**config.mk**
```make
export PLATFORM = sky130hd
export DESIGN_NAME = cam_ctrl
export DESIGN_NICKNAME = d
export VERILOG_FILES = /design/src/rtl/cam_pkg.sv /design/src/rtl/cam_free_slot_enc.sv /design/src/rtl/cam_ctrl.sv
export SDC_FILE = /design/constraint.sdc
export NUM_CORES = 1
export LEC_CHECK = 0
export ABC_CLOCK_PERIOD_IN_PS = 3200
export CELL_PAD_IN_SITES_DETAIL_PLACEMENT = 2
export CELL_PAD_IN_SITES_GLOBAL_PLACEMENT = 2
export CORE_MARGIN = 5
export CORE_UTILIZATION = 30
export CTS_CLUSTER_DIAMETER = 150
export DETAILED_ROUTE_END_ITERATION = 12
export PLACE_DENSITY_LB_ADDON = 0.1
export SYNTH_ARGS = -nofsm -noshare
export SYNTH_HDL_FRONTEND = slang
export SYNTH_SLANG_ARGS = --single-unit
export TNS_END_PERCENT = 100
```
**constraint.sdc**
```tcl
create_clock -name clk -period 3.2 [get_ports clk]
set_input_delay 0.96 -clock clk [delete_from_list [all_inputs] [get_ports clk]]
set_output_delay 0.96 -clock clk [all_outputs]
set_load 0.02 [all_outputs]
```
**src/rtl/cam_pkg.sv**
```systemverilog
// Shared types and constants for the CAM request controller.
package cam_pkg;

    localparam int unsigned KEY_W = 8;
    localparam int unsigned DEPTH = 16;
    localparam int unsigned IDX_W = $clog2(DEPTH);
    localparam int unsigned CNT_W = IDX_W + 1;

    // Reserved key parked in free slots so a scrubbed entry never matches a real request.
    localparam logic [KEY_W-1:0] EMPTY_KEY = 8'hFF;

    typedef enum logic [1:0] {
        OpLookup = 2'b00,
        OpInsert = 2'b01,
        OpDelete = 2'b10,
        OpRsvd   = 2'b11
    } cam_op_e;

    typedef enum logic [1:0] {
        StsOk   = 2'b00,
        StsMiss = 2'b01,
        StsFull = 2'b10,
        StsErr  = 2'b11
    } cam_status_e;

    typedef enum logic [2:0] {
        StInit,
        StIdle,
        StSearch,
        StWait,
        StWrite,
        StResp
    } cam_state_e;

endpackage

```
**src/rtl/cam_free_slot_enc.sv**
```systemverilog
// Finds the lowest-index free slot in the occupancy bitmap.
module cam_free_slot_enc
    import cam_pkg::*;
(
    input  logic [DEPTH-1:0] valid_map,
    output logic [IDX_W-1:0] free_idx,
    output logic             none_free
);

    // Scan from the top down so the lowest clear bit is the last one to win.
    always_comb begin
        free_idx  = '0;
        none_free = 1'b1;
        for (int i = DEPTH - 1; i >= 0; i--) begin
            if (!valid_map[i]) begin
                free_idx  = IDX_W'(i);
                none_free = 1'b0;
            end
        end
    end

endmodule

```
**src/rtl/cam_ctrl.sv**
```systemverilog
// Initiator-side controller for a 16x8 CAM: scrub after reset, then serve
// lookup/insert/delete requests one at a time with slot occupancy tracking.
module cam_ctrl
    import cam_pkg::*;
(
    input  logic             clk,
    input  logic             rst_n,
    input  logic             req_valid,
    output logic             req_ready,
    input  logic [1:0]       req_op,
    input  logic [KEY_W-1:0] req_key,
    output logic             rsp_valid,
    input  logic             rsp_ready,
    output logic [1:0]       rsp_status,
    output logic [IDX_W-1:0] rsp_index,
    output logic             cam_wen,
    output logic             cam_ren,
    output logic [KEY_W-1:0] cam_din,
    output logic [IDX_W-1:0] cam_addr,
    input  logic [IDX_W-1:0] cam_dout,
    input  logic             cam_hit,
    output logic [CNT_W-1:0] count,
    output logic             full
);

    cam_state_e       state_q;
    cam_op_e          op_q;
    logic [KEY_W-1:0] key_q;
    logic [IDX_W-1:0] init_cnt_q;
    logic [DEPTH-1:0] valid_map_q;
    logic [IDX_W-1:0] free_idx;
    logic             none_free;

    cam_free_slot_enc u_free_slot_enc (
        .valid_map (valid_map_q),
        .free_idx  (free_idx),
        .none_free (none_free)
    );

    assign full = (count == CNT_W'(DEPTH));

    always_ff @(posedge clk) begin
        if (!rst_n) begin
            state_q     <= StInit;
            op_q        <= OpLookup;
            key_q       <= '0;
            init_cnt_q  <= '0;
            valid_map_q <= '0;
            count       <= '0;
            req_ready   <= 1'b0;
            rsp_valid   <= 1'b0;
            rsp_status  <= '0;
            rsp_index   <= '0;
            cam_wen     <= 1'b0;
            cam_ren     <= 1'b0;
            cam_din     <= '0;
            cam_addr    <= '0;
        end else begin
            unique case (state_q)
                StInit: begin
                    // cam_wen low marks the very first scrub cycle after reset.
                    if (cam_wen && cam_addr == IDX_W'(DEPTH - 1)) begin
                        cam_wen   <= 1'b0;
                        cam_addr  <= '0;
                        cam_din   <= '0;
                        req_ready <= 1'b1;
                        state_q   <= StIdle;
                    end else begin
                        cam_wen    <= 1'b1;
                        cam_addr   <= init_cnt_q;
                        cam_din    <= EMPTY_KEY;
                        init_cnt_q <= init_cnt_q + IDX_W'(1);
                    end
                end
                StIdle: begin
                    if (req_valid) begin
                        req_ready <= 1'b0;
                        op_q      <= cam_op_e'(req_op);
                        key_q     <= req_key;
                        if (req_op == OpRsvd || req_key == EMPTY_KEY) begin
                            rsp_valid  <= 1'b1;
                            rsp_status <= StsErr;
                            rsp_index  <= '0;
                            state_q    <= StResp;
                        end else begin
                            cam_ren <= 1'b1;
                            cam_din <= req_key;
                            state_q <= StSearch;
                        end
                    end
                end
                StSearch: begin
                    cam_ren <= 1'b0;
                    cam_din <= '0;
                    state_q <= StWait;
                end
                StWait: begin
                    rsp_status <= StsOk;
                    rsp_index  <= '0;
                    rsp_valid  <= 1'b1;
                    state_q    <= StResp;
                    unique case (op_q)
                        OpLookup: begin
                            if (cam_hit) rsp_index <= cam_dout;
                            else         rsp_status <= StsMiss;
                        end
                        OpInsert: begin
                            // Duplicate check comes before the full check.
                            if (cam_hit) begin
                                rsp_index <= cam_dout;
                            end else if (none_free) begin
                                rsp_status <= StsFull;
                            end else begin
                                rsp_valid              <= 1'b0;
                                state_q                <= StWrite;
                                cam_wen                <= 1'b1;
                                cam_addr               <= free_idx;
                                cam_din                <= key_q;
                                valid_map_q[free_idx]  <= 1'b1;
                                count                  <= count + CNT_W'(1);
                                rsp_index              <= free_idx;
                            end
                        end
                        OpDelete: begin
                            if (cam_hit) begin
                                rsp_valid             <= 1'b0;
                                state_q               <= StWrite;
                                cam_wen               <= 1'b1;
                                cam_addr              <= cam_dout;
                                cam_din               <= EMPTY_KEY;
                                valid_map_q[cam_dout] <= 1'b0;
                                if (valid_map_q[cam_dout]) count <= count - CNT_W'(1);
                                rsp_index             <= cam_dout;
                            end else begin
                                rsp_status <= StsMiss;
                            end
                        end
                        default: rsp_status <= StsErr;
                    endcase
                end
                StWrite: begin
                    cam_wen   <= 1'b0;
                    cam_addr  <= '0;
                    cam_din   <= '0;
                    rsp_valid <= 1'b1;
                    state_q   <= StResp;
                end
                StResp: begin
                    if (rsp_ready) begin
                        rsp_valid  <= 1'b0;
                        rsp_status <= '0;
                        rsp_index  <= '0;
                        req_ready  <= 1'b1;
                        state_q    <= StIdle;
                    end
                end
                default: state_q <= StInit;
            endcase
        end
    end

endmodule

```
==> results of run 1 <==
state kept, by name (all words and copies together) (netlist names), 2 cells and up:
| signal | flops |
|---|---|
| rsp_index | 4 |
| cam_addr | 4 |
| op_q | 2 |
| init_cnt_q | 4 |
| rsp_status | 2 |
| count | 5 |
| valid_map_q | 16 |
| key_q | 8 |
| cam_din | 8 |
| state_q | 3 |
worst max-delay path: cells and delay by family:
kind | cells | cell delay, ps
buf+inv | 1 | 510
simple gates | 3 | 1080
compound gates | 2 | 470
how the worst max path moves through the flow:
stage | startpoint | endpoint | slack [ps] | cells past startpoint
2_1_floorplan | cam_dout[0] | count[4]$_SDFFE_PN0P_ | 870 | 7
3_3_place_gp | cam_dout[0] | count[0]$_SDFFE_PN0P_ | 130 | 7
3_5_place_dp | req_key[5] | cam_din[6]$_SDFFE_PN0P_ | -20 | 7
4_1_cts | req_key[5] | cam_din[6]$_SDFFE_PN0P_ | 370 | 7
5_1_grt | cam_hit | cam_din[6]$_SDFFE_PN0P_ | 250 | 7
6_report | cam_hit | cam_din[6]$_SDFFE_PN0P_ | 390 | 6
report_power, final:
group,total [mW],switching [mW],internal [mW]
Clock,0.772,0.316,0.456
Combinational,0.124,0.0661,0.0577
Sequential,0.767,0.00879,0.758
layout make-up:
type                    instances  area [um^2]
clock inverters                 5        75.07
well taps                     140        175.2
inverters                      14        52.55
flip-flops and latches         60         1201
multi-input cells             315         1966
fillers                      1258         6644
clock buffers                  11        141.4
repair buffers                 61        585.6
per-stage QoR:
stage / hold slack (ps) / instance area [um^2] / std cells / power [mW]
floorplan: 433.2 / 3324 / 413 / 0.8357
CTS: 458.8 / 4197 / 606 / 1.686
global route: 481.2 / 4197 / 606 / 1.726
global placement: 443.5 / 3980 / 590 / 0.9041
detailed placement: 448.7 / 3980 / 590 / 0.9084
finish: 455.0 / 4197 / 606 / 1.663
per-layer routing:
metal	GRT usage	up-vias	share of wire
met2	0.3214	63	0.50
li1	-	1600	-
met3	0.04105	16	0.036
met1	0.2360	1657	0.45
met4	0.05399	0	0.016
met5	0	-	0
kinds of logic after synthesis:
family | after synthesis | share of synthesized area
and+or+nand+nor | 157 | 0.2428
AOI/OAI and AO/OA | 133 | 0.2510
DFF | 60 | 0.3613
buffers and inverters | 38 | 0.04742
muxes | 9 | 0.04291
adders and majority gates | 9 | 0.03613
xor gates and xnor gates | 7 | 0.01844
placed cells by master, fill, tap and decap left out, drive strengths merged, types with 9 or more instances in the layout:
cell           netlist  routed
buf                  6      15
clkbuf              18      11
nor2                29      29
nand2               59      59
a21oi               26      26
nand3               15      15
clkdlybuf4s50        0      46
inv                 13      13
dfxtp               60      60
o21ai               45      45
o211ai               9       9
a31oi               14      14
==> results_dict.tcl, run 1 <==
set metrics [dict create \
    critical_path_class "in -> reg" \
    yosys.area.top_type_share 0.3613 \
    avgRoutedWirePerCell_um 19.48 \
    timing.final.crit_share 0.8774 \
    overflow 0 \
    final_nets 489 \
    yosysUniqueCellTypes 60 \
    cap_violations 0 \
    grt_max_degree 26 \
    drv_slew 0 \
    routed_wl_mm 11.80 \
    crit_chain "clkdlybuf4s50_1 > nand2b_1 > o31a_1 > nor3_2 > nor2b_1 > a31oi_1" \
    max_stage_delay_ps 630 \
    num_antenna_cells 0 \
    synth_area_um2 3324 \
    synthToLayoutAreaGrowth_pct 26.23 \
    viasPerCell 5.505 \
    htreeDepth 3 \
    die_h_um 115.3 \
    dieArea_um2 13290 \
    fin_skew_ps 8.640 \
    p_per_area_nw_per_um2 396.2 \
    async_flop_share 0 \
    holdCritPathClass "reg -> reg" \
    grt_pass1_wl_mm 19.47 \
    cts_post_setup_buffers_inserted 0 \
    reg2reg_slack_ps 690 \
    yosys.area.top_type "dfxtp_1" \
    cp_max_fo 8 \
    crit_slowest_cell "nor2b_1" \
    critPathCaptureType "register" \
    synth.area.top_cells "dfxtp_1 (36%), o21ai_0 (6.6%), nand2_1 (6.5%), a21oi_1 (3.9%), nor2_1 (3.3%)" \
    r2r_end "count[4]$_SDFFE_PN0P_" \
    dp_hpwl_mm 9.000 \
    worst_pin_slew_ps 765.1 \
    synthTopCellsByCount "dfxtp_1 (60), nand2_1 (58), o21ai_0 (44)" \
    grt_use_total 0.1873 \
    worstPathRequired_ps 3400 \
    initial_utilization 0.3067 \
    hold_start "key_q[3]$_SDFFE_PN0P_" \
    postSynthAreaPerCell_um2 8.049 \
    ys_seq_area_frac 0.3613 \
    cts_sinks 60 \
    rsz0062_at_grt "false" \
    grt_pass1_vias 3642 \
    clockBufferDepth 2 \
    holdBufCountCts 0 \
    netlist_instances 413 \
    drt_pass1_iterations 6 \
    dp_slack_ps -20.72 \
    synth_warnings 0 \
    maxSlewHeadroom 0.4886 \
    max_freq_ghz 0.3562 \
    cp.arrival_ps 3000 \
    reg2reg_depth 11 \
    peakVddDrop_v 0.0001750 \
    io_pins 47 \
    drive_above_1_share 0.1073 \
    insertion_delay_ps 350 \
    core-area_um2 10840 \
    clkSlewWorstSetupHoldPaths_ps 70 \
    drtIter0Drc 135 \
    cts-buffers-inserted 9 \
    cts_resized 0 \
    antenna_left 0 \
    fin_setup_tns_ps 0 \
    synth.most_common_cell "dfxtp_1" \
    leakagePower_nw 1.485 \
    finalHoldViolations 0 \
    gp_congestion 0.7956 \
    setup_viol 0 \
    route.vias.total 3336 \
    r2r_start "op_q[0]$_SDFFE_PN0P_" \
    die_x_um 115.3 \
    rows 38 \
    period_needed_ps 2808 \
    fin_ws_ps 392.5 \
    ys_ff_latch 60 \
    clock-root-buffer "clkbuf_8" \
    synth_top_flop_cell "dfxtp_1" \
    portBuffers 46 \
    synth_nets 441 \
    cts_tree "done" \
    worst_hold_path.endpoint "key_q[3]$_SDFFE_PN0P_" \
    fin_util 0.3871 \
    antenna_found_initial 0 \
    worstSetupStartpointType "input pin" \
    synth-edff-count 0 \
    drc 0 \
    hold_depth 2 \
    outcome "complete, no violations" \
]
No activity file was read; power rests on OpenSTA's default activity.
==> run 2, diff against run 1 <==
--- a/config.mk
+++ b/config.mk
@@ -5,7 +5,6 @@
 export SDC_FILE = /design/constraint.sdc
 export NUM_CORES = 1
 export LEC_CHECK = 0
-export ABC_CLOCK_PERIOD_IN_PS = 3200
 export CELL_PAD_IN_SITES_DETAIL_PLACEMENT = 2
 export CELL_PAD_IN_SITES_GLOBAL_PLACEMENT = 2
 export CORE_MARGIN = 5
==> results of run 2 <==
The final DEF is identical to that of run 1; final timing and power are the same.
==> run 3, diff against run 2 <==
--- a/config.mk
+++ b/config.mk
@@ -8,7 +8,7 @@
 export CELL_PAD_IN_SITES_DETAIL_PLACEMENT = 2
 export CELL_PAD_IN_SITES_GLOBAL_PLACEMENT = 2
 export CORE_MARGIN = 5
-export CORE_UTILIZATION = 30
+export CORE_UTILIZATION = 32
 export CTS_CLUSTER_DIAMETER = 150
 export DETAILED_ROUTE_END_ITERATION = 12
 export PLACE_DENSITY_LB_ADDON = 0.1
==> run 3 against run 2 <==
Compared with the run above: design area shrank 2.2%; worst setup slack better by 72 ps; count of clock-buffer cells in the layout stayed put; fmax grew 2.6%; cell count fell by 1.3%; non-clock buffer count fell by 2.
==> results_dict.tcl, run 3 (synthesis results as in run 1) <==
set metrics [dict create \
    max_freq_ghz 0.3656 \
    antenna_found_initial 0 \
    dp_hpwl_mm 8.710 \
    die_h_um 111.9 \
    finalHoldViolations 0 \
    io_pins 47 \
    critPathCaptureType "register" \
    final.fill_count 1160 \
    peakVddDrop_v 0.0001775 \
    p_comb_frac 0.081 \
    fin_util 0.4011 \
    antenna_left 0 \
    gp_congestion 0.7843 \
    setup_viol 0 \
    cts-buffers-inserted 9 \
    insertion_delay_ps 340 \
    clockBufferDepth 2 \
    critPathTopFamily "buffers and inverters" \
    max_stage_delay_ps 650 \
    cap_violations 0 \
    grt_use_total 0.1888 \
    grt_pass1_vias 3509 \
    holdCritPathClass "reg -> reg" \
    p_seq_frac 0.519 \
    die_x_um 111.9 \
    worst_pin_slew_ps 795.8 \
    final_common_cell "dfxtp_1" \
    critPathLaunch "cam_dout[0]" \
    p_switching_mw 0.3778 \
    grt_pass1_wl_mm 19.05 \
    cts_tree "done" \
    drt_pass1_iterations 4 \
    portBuffers 46 \
    leakagePower_nw 1.442 \
    outcome "complete, no violations" \
    num_antenna_cells 0 \
    cp.depth 7 \
    drc 0 \
    holdBufCountCts 0 \
    initial_utilization 0.3249 \
    cts_resized 0 \
    worstSetupStartpointType "input pin" \
    period_needed_ps 2735 \
    switching_share 0.2551 \
    power_mw 1.481 \
    whs_ps 453.5 \
    htreeDepth 3 \
    route.vias.total 3300 \
    gr-usage-met3 0.02935 \
    cp_max_fo 9 \
    met1_usage 0.2446 \
    avgRoutedWirePerCell_um 19.26 \
    p_per_area_nw_per_um2 360.9 \
    dieArea_um2 12530 \
    r2r_end "count[4]$_SDFFE_PN0P_" \
    max_flop_register "valid_map_q" \
    core-area_um2 10230 \
    layout_common_cells "dfxtp_1 (60), nand2_1 (58), clkdlybuf4s50_1 (46), o21ai_0 (44), nor2_1 (29)" \
    top_usage_layer "met2" \
    drive_above_1_share 0.09957 \
    worstPathRequired_ps 3460 \
    largestRegisters "valid_map_q (16), cam_din (8), key_q (8)" \
    grt_max_degree 26 \
    crit_slowest_cell "clkdlybuf4s50_1" \
    drv_slew 0 \
    critPathCapture "count[4]$_SDFFE_PN0P_" \
    rows 37 \
    clkSlewWorstSetupHoldPaths_ps 60 \
    largest_reg_flops 16 \
    crit_chain "clkdlybuf4s50_1 > mux4_2 > a22oi_1 > nand3_1 > nand2_2 > o21ai_0 > a21oi_1" \
    use_met2 0.3241 \
    fin_skew_ps 11.81 \
    cts_post_setup_buffers_inserted 0 \
    routed_wl_mm 11.52 \
    clockPowerShare 0.400 \
    r2r_start "op_q[0]$_SDFFE_PN0P_" \
    critical_path_class "in -> reg" \
    intPower_mw 1.103 \
    clock-root-buffer "clkbuf_8" \
    fin_ws_ps 464.9 \
    cts_sinks 60 \
    overflow 0 \
    fin_setup_tns_ps 0 \
    reg2reg_slack_ps 560 \
    final_nets 487 \
    dp_slack_ps 113.3 \
    timing.final.crit_share 0.8547 \
    drtIter0Drc 125 \
    synthToLayoutAreaGrowth_pct 23.45 \
    cp.arrival_ps 3000 \
    reg2reg_depth 11 \
    maxSlewHeadroom 0.4654 \
    viasPerCell 5.518 \
    rsz0062_at_grt "false" \
    cp.buffers_inverters 1 \
]
run 3: how the worst min path moves through the flow:
| stage | cells after the start | from | slack (ps) | endpoint |
|---|---|---|---|---|
| global route | 2 | key_q[4]$_SDFFE_PN0P_ | 480 | key_q[4]$_SDFFE_PN0P_ |
| detailed placement | 2 | key_q[2]$_SDFFE_PN0P_ | 450 | key_q[2]$_SDFFE_PN0P_ |
| floorplan | 2 | key_q[0]$_SDFFE_PN0P_ | 430 | key_q[0]$_SDFFE_PN0P_ |
| finish | 2 | key_q[2]$_SDFFE_PN0P_ | 450 | key_q[2]$_SDFFE_PN0P_ |
| CTS | 2 | key_q[2]$_SDFFE_PN0P_ | 450 | key_q[2]$_SDFFE_PN0P_ |
| global placement | 2 | key_q[2]$_SDFFE_PN0P_ | 440 | key_q[2]$_SDFFE_PN0P_ |
run 3: per-layer routing:
metal / wire [um] / up-vias
met5: 0 / -
met4: 136 / 0
met3: 347 / 12
met2: 5685 / 57
met1: 5347 / 1638
li1: - / 1593
run 3: final cells by class:
type                    count  area, um^2  area share
multi-input cells         315        1966      0.4790
flip-flops and latches     60        1201      0.2927
repair buffers             59       558.0      0.1360
well taps                 136       170.2     0.04146
clock buffers              11       141.4     0.03445
inverters                  14       52.55     0.01280
clock inverters             3       15.01    0.003659
run 3: through the flow:
step | std cells | area, um^2
floorplan | 413 | 3324
global placement | 584 | 3948
detailed placement | 584 | 3948
CTS | 598 | 4104
global route | 598 | 4104
finish | 598 | 4104
run 3: worst reg2reg max path: stages (launching register included):
cell	delay (ps)
dfxtp_1	360
inv_1	110
ha_1	180
buf_4	170
clkinv_1	320
fa_1	530
inv_1	90
a21o_1	120
a21oi_1	80
xnor2_1	140
or3_1	320
a21oi_1	160
run 3: power by group through the flow:
stage | clock network, mW | logic [mW] | registers, mW
floorplan | 0 | 0.0434 | 0.792
global placement | 0 | 0.117 | 0.785
detailed placement | 0 | 0.120 | 0.785
CTS | 0.608 | 0.121 | 0.768
global route | 0.641 | 0.130 | 0.770
finish | 0.593 | 0.120 | 0.768
